File: config.mk
export PLATFORM = sky130hd
export DESIGN_NAME = toggle_event_rx
export DESIGN_NICKNAME = d
export VERILOG_FILES = /design/src/rtl/toggle_event_rx_pkg.sv /design/src/rtl/sync_ff_chain.sv /design/src/rtl/toggle_event_rx.sv
export SDC_FILE = /design/constraint.sdc
export NUM_CORES = 1
export LEC_CHECK = 0
export CAP_MARGIN = 10
export CORE_ASPECT_RATIO = 0.7
export CORE_MARGIN = 2
export CORE_UTILIZATION = 35
export CTS_CLUSTER_DIAMETER = 150
export CTS_CLUSTER_SIZE = 12
export DETAILED_ROUTE_END_ITERATION = 6
export SETUP_SLACK_MARGIN = 0.5
export SYNTH_ARGS = -nofsm -noshare
export SYNTH_HDL_FRONTEND = slang
export SYNTH_SLANG_ARGS = --single-unit
File: constraint.sdc
create_clock -name clk -period 1.6 [get_ports clk]
set_input_delay 0.32 -clock clk [delete_from_list [all_inputs] [get_ports clk]]
set_output_delay 0.32 -clock clk [all_outputs]
set_load 0.02 [all_outputs]
File: src/rtl/toggle_event_rx_pkg.sv
// Shared types and sizing for the toggle-handshake event receiver.
package toggle_event_rx_pkg;

    typedef enum logic {
        WARMUP = 1'b0,
        RUN    = 1'b1
    } state_t;

    localparam int unsigned DEF_SYNC_STAGES = 2;
    localparam int unsigned DEF_DEPTH       = 4;
    localparam int unsigned PEND_W          = 3;
    localparam int unsigned TOTAL_W         = 8;
    localparam int unsigned WARM_W          = 3;

endpackage

File: src/rtl/sync_ff_chain.sv
// Multi-flop synchronizer for a single asynchronous bit; q is the last stage.
module sync_ff_chain #(
    parameter int unsigned STAGES = 2
) (
    input  logic clk,
    input  logic reset,
    input  logic d,
    output logic q
);

    logic [STAGES-1:0] sync_q;

    always_ff @(posedge clk) begin
        if (reset) begin
            sync_q <= '0;
        end else begin
            sync_q <= {sync_q[STAGES-2:0], d};
        end
    end

    assign q = sync_q[STAGES-1];

endmodule

File: src/rtl/toggle_event_rx.sv
// Receives toggle-encoded events, queues them as a count, and acknowledges
// each consumed event by toggling ack_t back to the sender.
module toggle_event_rx
    import toggle_event_rx_pkg::*;
#(
    parameter int unsigned SYNC_STAGES = DEF_SYNC_STAGES,
    parameter int unsigned DEPTH       = DEF_DEPTH
) (
    input  logic               clk,
    input  logic               reset,
    input  logic               t_in,
    input  logic               evt_ready,
    output logic               evt_valid,
    output logic               ack_t,
    output logic [PEND_W-1:0]  pending,
    output logic [TOTAL_W-1:0] evt_total,
    output logic               ovf
);

    logic               t_s;
    logic               t_prev_q;
    state_t             state_q;
    logic [WARM_W-1:0]  warm_q;
    logic [PEND_W-1:0]  pend_q, pend_d;
    logic               valid_q;
    logic               ack_q;
    logic [TOTAL_W-1:0] total_q;
    logic               ovf_q, ovf_d;
    logic               edge_seen;
    logic               pop;

    sync_ff_chain #(.STAGES(SYNC_STAGES)) u_sync (
        .clk   (clk),
        .reset (reset),
        .d     (t_in),
        .q     (t_s)
    );

    assign edge_seen = (state_q == RUN) && (t_s ^ t_prev_q);
    assign pop       = valid_q && evt_ready;

    // A pop in the same cycle frees a slot, so a full queue only drops when not popping.
    always_comb begin
        pend_d = pend_q;
        ovf_d  = ovf_q;
        if (edge_seen && !pop) begin
            if (pend_q == PEND_W'(DEPTH)) begin
                ovf_d = 1'b1;
            end else begin
                pend_d = pend_q + PEND_W'(1);
            end
        end else if (pop && !edge_seen) begin
            pend_d = pend_q - PEND_W'(1);
        end
    end

    always_ff @(posedge clk) begin
        if (reset) begin
            state_q  <= WARMUP;
            warm_q   <= '0;
            t_prev_q <= 1'b0;
            pend_q   <= '0;
            valid_q  <= 1'b0;
            ack_q    <= 1'b0;
            total_q  <= '0;
            ovf_q    <= 1'b0;
        end else begin
            t_prev_q <= t_s;
            pend_q   <= pend_d;
            valid_q  <= (pend_d != '0);
            ack_q    <= ack_q ^ pop;
            total_q  <= total_q + TOTAL_W'(pop);
            ovf_q    <= ovf_d;
            case (state_q)
                WARMUP: begin
                    if (warm_q == WARM_W'(SYNC_STAGES)) begin
                        state_q <= RUN;
                    end else begin
                        warm_q <= warm_q + WARM_W'(1);
                    end
                end
                default: state_q <= RUN;
            endcase
        end
    end

    assign evt_valid = valid_q;
    assign ack_t     = ack_q;
    assign pending   = pend_q;
    assign evt_total = total_q;
    assign ovf       = ovf_q;

endmodule
==> Word-level counts from Yosys, hierarchy flattened <==
Cells that the tools add are included.
W data, S select, Z words.
{ "totals": {"ff_bits": 21, "in_bits": 4} }
{ "op_classes": {"add_sub_neg": 4, "eq_ne": 2, "mux": 5, "bitwise": 4, "n_reduce_logical": 9} }
{ "op_table": {"columns": ["operator", "n"], "rows": [
  ["$mux W3", 3],
  ["$add A8 B1 Y8", 1],
  ["$add A3 B1 Y3 const B", 2],
  ["$logic_and A1 B1 Y1", 4],
  ["$reduce_and A2 Y1", 2],
  ["$eq A3 B2 Y1 const B", 1],
  ["$eq A3 B3 Y1 const B", 1],
  ["$reduce_bool A3 Y1", 1],
  ["$sub A3 B1 Y3 const B", 1],
  ["$logic_not A1 Y1", 2],
  ["$mux W1", 2],
  ["$not A1 Y1", 2],
  ["$xor A1 B1 Y1", 2]
]} }

==> Longest topological paths before layout <==
Gate-level depths: netlist of the first run.
{ "logic_depth": {"ltp_word": 7, "mapped_depth": 7} }

==> Hierarchy <==
From an unflattened synthesis of the first run, not the netlist that was laid out.
{ "unflattened": {"cells_unflattened": 96, "area_unflattened_um2": 919.6} }
{ "by_module_without_submodules": {"columns": ["mod", "n_inst", "cells_per_inst", "area_each_um2", "seq_area_each_um2"], "rows": [
  ["toggle_event_rx", 1, 92, 867.1, 380.4],
  ["sync_ff_chain", 1, 4, 52.6, 40.0]
]} }

==> Least setup slack after synthesis of the first run <==
No wires, ideal clock.
{ "synth_timing": {"kind": "register to register", "startpoint": "reg pend_q[1] (netlist: pending[1])", "endpoint": "reg valid_q (netlist: evt_valid)", "arrival_time_ps": 1370, "t_required_ps": 1475, "slack_ps": 105, "path_stages_with_launch": 8, "n_path_buf": 0, "synth_period_minus_slack_ps": 1495, "path_cell_list": "dfxtp_1 inv_1 ha_1 nand3_1 a21oi_1 or3_1 nand3b_1 o211ai_2"} }
{ "synth_via": {"elab_chain_cells": 4, "elab_cells_between_ends": 7, "cone_classes": "2 x add/sub; 1 x eq/ne; 3 x mux; 1 x reduce/logical"} }
{ "synth_lines": {"columns": ["item", "line_no", "rtl"], "rows": [
  ["start, declared", "toggle_event_rx.sv:24", "logic [PEND_W-1:0] pend_q, pend_d;"],
  ["start signal, assigned", "toggle_event_rx.sv:69", "pend_q <= pend_d;"],
  ["$sub A3 B1 Y3 (tied with other cells)", "toggle_event_rx.sv:53", "pend_d = pend_q - PEND_W'(1);"],
  ["$mux W3 (on tied branches)", "toggle_event_rx.sv:52, toggle_event_rx.sv:47", null],
  ["$mux W3 *", "toggle_event_rx.sv:46", "if (edge_seen && !pop) begin"],
  ["$reduce_bool A3 Y1 *", "toggle_event_rx.sv:70", "valid_q <= (pend_d != '0);"],
  ["end signal, assigned", "toggle_event_rx.sv:70", null],
  ["end, declared", "toggle_event_rx.sv:25", "logic valid_q;"]
]} }
Mark *: on every way between the ends. The rest lies on a longest branch, timed or not.
A chain may end at the register's enable or synchronous reset.

==> Worst setup path in the final report of the first run <==
{ "layout_timing": {"startpoint": "reg u_sync.sync_q[1]", "endpoint": "reg valid_q (netlist: evt_valid)"} }
{ "layout_via": {"elab_chain_cells": 7, "elab_cells_between_ends": 8, "cone_classes": "2 x mux; 1 x bitwise; 5 x reduce/logical"} }
{ "layout_lines": {"columns": ["item", "line_no", "rtl"], "rows": [
  ["start, declared", "sync_ff_chain.sv:11", "logic [STAGES-1:0] sync_q;"],
  ["start signal, assigned", "sync_ff_chain.sv:17", "sync_q <= {sync_q[STAGES-2:0], d};"],
  ["$xor A1 B1 Y1 *", "toggle_event_rx.sv:39", "assign edge_seen = (state_q == RUN) && (t_s ^ t_prev_q);"],
  ["$logic_and A1 B1 Y1 *", "toggle_event_rx.sv:39", null],
  ["$logic_not A1 Y1", "toggle_event_rx.sv:52", "end else if (pop && !edge_seen) begin"],
  ["$logic_and A1 B1 Y1", "toggle_event_rx.sv:52", null],
  ["$mux W3", "toggle_event_rx.sv:52", null],
  ["$mux W3 *", "toggle_event_rx.sv:46", null],
  ["$reduce_bool A3 Y1 *", "toggle_event_rx.sv:70", null]
]} }
Marked as above.

==> results.yml, run 1 <==
sta:
  rsz0062_at_grt: "yes"
  fin_skew_ns: 0.000874
  finalSetupTns_ns: 0
  period_needed_ns: 1.40
  final-hold-violation-count: 0
  finalSetupViolCount: 0
  slew_headroom_pct: 71.9
  tightest_slew_ns: 0.421
  fin_crit_sh_pct: 87.7
  fmax_mhz: 712
  slew_viol_final: 0
global_routing:
  grt.total_usage_pct: 15.5
  grt_first_pass_wirelength_um: 3490
  grt_pass1_vias: 755
  grt_max_degree: 18
  antenna_found_initial: 0
  grt-ovfl-total: 0
setup_path:
  path_class: "flip-flop to flip-flop"
  rr_worst_depth: 5
  r2r_end: "evt_valid$_SDFF_PP0_"
  end_kind: "flip-flop"
  path_buf_inv: 0
  regToRegSetupSlack_ns: 0.20
  crit_arrival_ns: 1.54
  crit_chain: "xor2_4 -> and4_1 -> or3_1 -> nand3b_1 -> o211ai_2"
  cpMaxStageDelayCell: "dfxtp_4"
  cp-start-kind: "flip-flop"
  slowest_delay_ns: 0.37
  cp.required_ns: 1.74
  reg2reg_from: "u_sync.sync_q[1]$_SDFF_PP0_"
  path_delay_family: "simple AND/OR/NAND/NOR gates"
  worst-path-max-fanout: 6
detailed_routing:
  drc: 0
  vias_per_cell: 4.63
  ant_nets: 0
  firstDrtPassIters: 3
  wire_per_inst_um: 12.5
  vias: 777
  routed_wl_um: 2110
  drt_iter0_drc: 6
layout:
  fin_nets: 146
  mostFrequentLayoutCells: "buf_4 (24), nor2_1 (15), dfxtp_2 (11)"
  areaGrowthSynthToFinish_pct: 66.3
  final_cells: 168
  diodes: 0
  fillers: 206
  drive_above_1_share_pct: 63.4
  post-route-util_pct: 61.8
  layout_commonest_cell: "buf_4"
power:
  netSwitchingFraction_pct: 35.5
  clkPwrFrac_pct: 15.3
  cellPowerDensity_mw_per_mm2: 1400
  total_power_mw: 2.16
  combPwrFrac_pct: 47.6
  pwr-share-seq_pct: 37.1
  p_leak_nw: 0.630
  p_sw_mw: 0.766
  p_int_mw: 1.39
  ir_drop_mv: 0.697
run:
  maxCapViolCount: 0
placed_design:
  dp_cells: 149
  numPortBuffers: 17
  finalWeightedCongestion: 0.830
  hpwlAfterDp_um: 1370
floorplanning:
  fp.dieH_um: 47.1
  core_area_mm2: 0.00250
  io_pins: 18
  initial_utilization_pct: 37.1
  fp.dieW_um: 65.5
  num_rows: 15
  die_area_mm2: 0.00308
clock_network:
  cts_root_buf: "clkbuf_8"
  clk_latency_ns: 0.25
  cts.sinks: 21
  ctsHoldBuffers: 0
  clk_path_buf_depth: 2
  path_clk_slew_ns: 0.07
  numCtsBuffers: 3
  htreeDepth: 1
  cts_tree: "built"
outcome:
  status: "finished, final reports clean"
synth:
  async_flop_share_pct: 0
  netlist_top_cells_area: "dfxtp_1 (45%), ha_1 (9.4%), nor2_1 (6.1%), nor2b_1 (4.7%), xor2_1 (4.7%)"
  synth-warning-count: 0
  ys.flop_type: "dfxtp_1"
  synth_edf_count: 0
  synth_top_area_cell: "dfxtp_1"
  synth.net_count: 107
  yosys.cell_types.count: 29
  netlist_area_um2: 927
  syn_area_per_cell_um2: 9.66
  synth_top_area_share_pct: 45.3
  ys_seq_area_share_pct: 45.3
  ys_ff_latch: 21
  synthCells: 96
min_path:
  hold_start: "u_sync.sync_q[0]$_SDFF_PP0_"
  hold_class: "flip-flop to flip-flop"
  whs_path_depth: 1
  hold_path_end: "u_sync.sync_q[1]$_SDFF_PP0_"
==> worst max-delay path by stage <==
stage | start | endpoint | slack (ns) | cells past startpoint
5_1_grt | u_sync.sync_q[1]$_SDFF_PP0_ | evt_valid$_SDFF_PP0_ | 0.12 | 5
3_3_place_gp | evt_ready | evt_valid$_SDFF_PP0_ | -0.18 | 6
6_report | u_sync.sync_q[1]$_SDFF_PP0_ | evt_valid$_SDFF_PP0_ | 0.20 | 5
2_1_floorplan | pending[1]$_SDFF_PP0_ | evt_valid$_SDFF_PP0_ | 0.27 | 7
3_5_place_dp | evt_ready | evt_valid$_SDFF_PP0_ | -0.19 | 6
4_1_cts | u_sync.sync_q[1]$_SDFF_PP0_ | evt_valid$_SDFF_PP0_ | 0.20 | 5
==> cell type report <==
cell class	instances	area, um^2	share of cell area, %
Clock buffer	4	45.0	2.92
Inverter	7	31.3	2.03
Multi-Input combinational cell	66	656	42.5
Sequential cell	21	457	29.6
Tap cell	34	42.5	2.76
Timing Repair Buffer	36	310	20.1
==> registers in the layout, summed over array words and instances (netlist names) <==
| register | count |
|---|---|
| ack_t | 1 |
| evt_total | 8 |
| t_prev_q | 1 |
| ovf | 1 |
| state_q | 1 |
| evt_valid | 1 |
| warm_q | 3 |
| pending | 3 |
| u_sync.sync_q | 2 |
==> synth_stat cells (2+ instances only) <==
master / n
a31oi_1: 2
nand3_1: 5
dfxtp_1: 21
xnor2_1: 4
ha_1: 7
nor2b_1: 7
a21oi_1: 3
xor2_1: 5
inv_1: 7
and3_1: 2
nor2_1: 15
==> through the flow <==
| stage | worst slack [ns] | area, um^2 | hold slack, ns |
|---|---|---|---|
| detailed placement | -0.193 | 1260 | 0.420 |
| global placement | -0.180 | 1260 | 0.427 |
| global route | 0.116 | 1540 | 0.452 |
| floorplan | 0.272 | 1030 | 0.414 |
| finish | 0.196 | 1540 | 0.435 |
| CTS | 0.203 | 1390 | 0.438 |
==> power by group through the flow <==
stage,sequential (mW),clock (mW),combinational [mW]
2_1_floorplan,0.843,0,0.398
3_3_place_gp,0.786,0,0.681
3_5_place_dp,0.793,0,0.680
4_1_cts,0.780,0.348,0.845
5_1_grt,0.820,0.376,1.14
6_report,0.801,0.330,1.03
==> kinds of logic after synthesis <==
logic type / Yosys count / synth area share (%)
adder cells (fa/ha/maj): 7 / 9.45
AO/OA/AOI/OAI: 12 / 9.45
XOR/XNOR: 10 / 10.3
flip-flops: 21 / 45.3
buffers and inverters: 9 / 4.45
AND/OR/NAND/NOR: 37 / 21.1
==> layer usage <==
layer / wire length (um) / track usage (%) / vias up / share of wire [%]
li1: - / - / 398 / -
met1: 1050 / 20.4 / 365 / 50
met2: 975 / 26.1 / 12 / 46
met3: 67 / 4.32 / 2 / 3.2
met4: 11 / 3.75 / 0 / 0.52
met5: 0 / 0 / - / 0
==> repair_timing <==
| action | in CTS | in global routing |
|---|---|---|
| buffers inserted | 7 | 8 |
| setup endpoints to repair | 31 | 34 |
| gates resized for setup | 81 | 32 |
| cloned | 0 | 0 |
| pin swaps | 11 | 6 |
Note: power is estimated with default switching activity, not from simulation.
==> inputs of run 2 (changes only) <==
Settings changed: CORE_UTILIZATION 35 to 49, PLACE_DENSITY set to 0.76, SETUP_SLACK_MARGIN 0.5 to 0.02.
==> run 2 against run 1 <==
Non-clock buffer count down 14. First-iteration DRC count up 17%. Flip-flop and latch count unchanged. Count of clock-buffer cells in the layout down 1. Worst hold slack better by 0.018 ns. Sequential power down 9.2%. Cell area down 23%. Clock power down 24%. Clock skew up 0.0017 ns. Cell count down 15%. Global-route usage up 3.2 points. Critical endpoint unchanged. Largest power group is now registers.
==> results.yml, run 2 (synthesis results as in run 1) <==
layout:
  diodes: 0
  areaGrowthSynthToFinish_pct: 28.1
  largest_reg_flops: 8
  fin_nets: 132
  finalInstanceArea_mm2: 0.00119
  mostFrequentLayoutCells: "dfxtp_1 (19), nor2_1 (15), dlygate4sd2_1 (12)"
  layout_commonest_cell: "dfxtp_1"
  final_cells: 142
  post-route-util_pct: 65.2
  drive_above_1_share_pct: 15.0
clock_network:
  clk_path_buf_depth: 2
  clk_latency_ns: 0.30
  htreeDepth: 1
  cts_root_buf: "clkbuf_4"
  numCtsBuffers: 3
  path_clk_slew_ns: 0.11
  cts_tree: "built"
  cts.sinks: 21
  ctsHoldBuffers: 0
power:
  p_leak_nw: 0.599
  ir_drop_mv: 1.16
  cellPowerDensity_mw_per_mm2: 1360
floorplanning:
  fp.dieW_um: 56.0
  fp.dieH_um: 40.4
  io_pins: 18
  core_area_mm2: 0.00182
  num_rows: 13
  initial_utilization_pct: 50.9
  die_area_mm2: 0.00226
global_routing:
  met2_usage_pct: 36.2
  grt_busiest_layer: "met2"
  grt_first_pass_wirelength_um: 3060
  antenna_found_initial: 0
  gr-usage-met1_pct: 20.3
  grt-ovfl-total: 0
  gr-usage-met3_pct: 7.10
  grt_pass1_vias: 712
  grt_max_degree: 16
  grt.total_usage_pct: 18.7
detailed_routing:
  firstDrtPassIters: 4
  drc: 0
  routed_wl_um: 1800
  drt_iter0_drc: 7
  vias: 739
  vias_per_cell: 5.20
  ant_nets: 0
  wire_per_inst_um: 12.6
sta:
  fmax_mhz: 666
  slew_viol_final: 0
  final-hold-violation-count: 0
  period_needed_ns: 1.50
  finalSetupViolCount: 0
  rsz0062_at_grt: "no"
  tightest_slew_ns: 0.372
  fin_skew_ns: 0.00253
  fin_crit_sh_pct: 93.9
  slew_headroom_pct: 75.2
setup_path:
  crit_arrival_ns: 1.70
  worst-path-max-fanout: 4
  cp-start-kind: "primary input"
  cp.required_ns: 1.79
  path_class: "primary input to flip-flop"
  regToRegSetupSlack_ns: 0.12
  end_kind: "flip-flop"
min_path:
  hold_class: "flip-flop to flip-flop"
placed_design:
  dp_cells: 138
  finalWeightedCongestion: 0.814
  hpwlAfterDp_um: 1360
  dpl-instance-area_mm2: 0.00115
  numPortBuffers: 17
outcome:
  status: "finished, final reports clean"
run:
  maxCapViolCount: 0
run 2: timing repair:
item / in CTS / in global routing
endpoints found under the hold margin: 0 / 0
buffers inserted: 0 / 0
gates resized for setup: 12 / 7
endpoints found under the setup margin: 12 / 6
run 2: cell type report:
class / count / area [um^2]
flip-flops and latches: 21 / 423
clock buffers: 3 / 22.5
repair buffers: 22 / 198
well taps: 22 / 27.5
inverters: 7 / 26.3
fillers: 169 / 634
clock inverters: 1 / 5.00
multi-input cells: 66 / 485
run 2: power by group:
group | switching, mW | leakage [nW] | total (mW) | internal [mW]
clock network | 0.159 | 0.0177 | 0.252 | 0.0933
logic | 0.339 | 0.408 | 0.634 | 0.295
registers | 0.0997 | 0.172 | 0.727 | 0.627
run 2: final timing paths:
check | from | endpoint | cells past startpoint
setup / recovery | evt_ready | evt_valid$_SDFF_PP0_ | 6
hold / removal | u_sync.sync_q[0]$_SDFF_PP0_ | u_sync.sync_q[1]$_SDFF_PP0_ | 1
setup reg to reg | t_prev_q$_SDFF_PP0_ | evt_valid$_SDFF_PP0_ | 5
hold reg to reg | u_sync.sync_q[0]$_SDFF_PP0_ | u_sync.sync_q[1]$_SDFF_PP0_ | 1
run 2: per-layer routing:
metal	wire [um]	vias to the layer above
li1	-	370
met1	834	355
met2	870	12
met3	77	2
met4	11	0
met5	0	-
run 2: per-stage QoR:
step / power, mW / setup WS, ns / setup TNS, ns / hold slack (ns)
floorplan: 1.14 / 0.105 / 0 / 0.414
global placement: 1.35 / -0.182 / -1.24 / 0.419
detailed placement: 1.37 / -0.219 / -1.62 / 0.430
CTS: 1.58 / 0.0231 / 0 / 0.459
global route: 1.73 / 0.0373 / 0 / 0.468
finish: 1.61 / 0.0977 / 0 / 0.453
run 2: critical path, cell delays in order:
cell             delay [ns]
clkdlybuf4s50_1        0.52
nand2_4                0.07
and4_1                 0.21
or3_1                  0.36
nand3b_1               0.13
o211ai_2               0.09
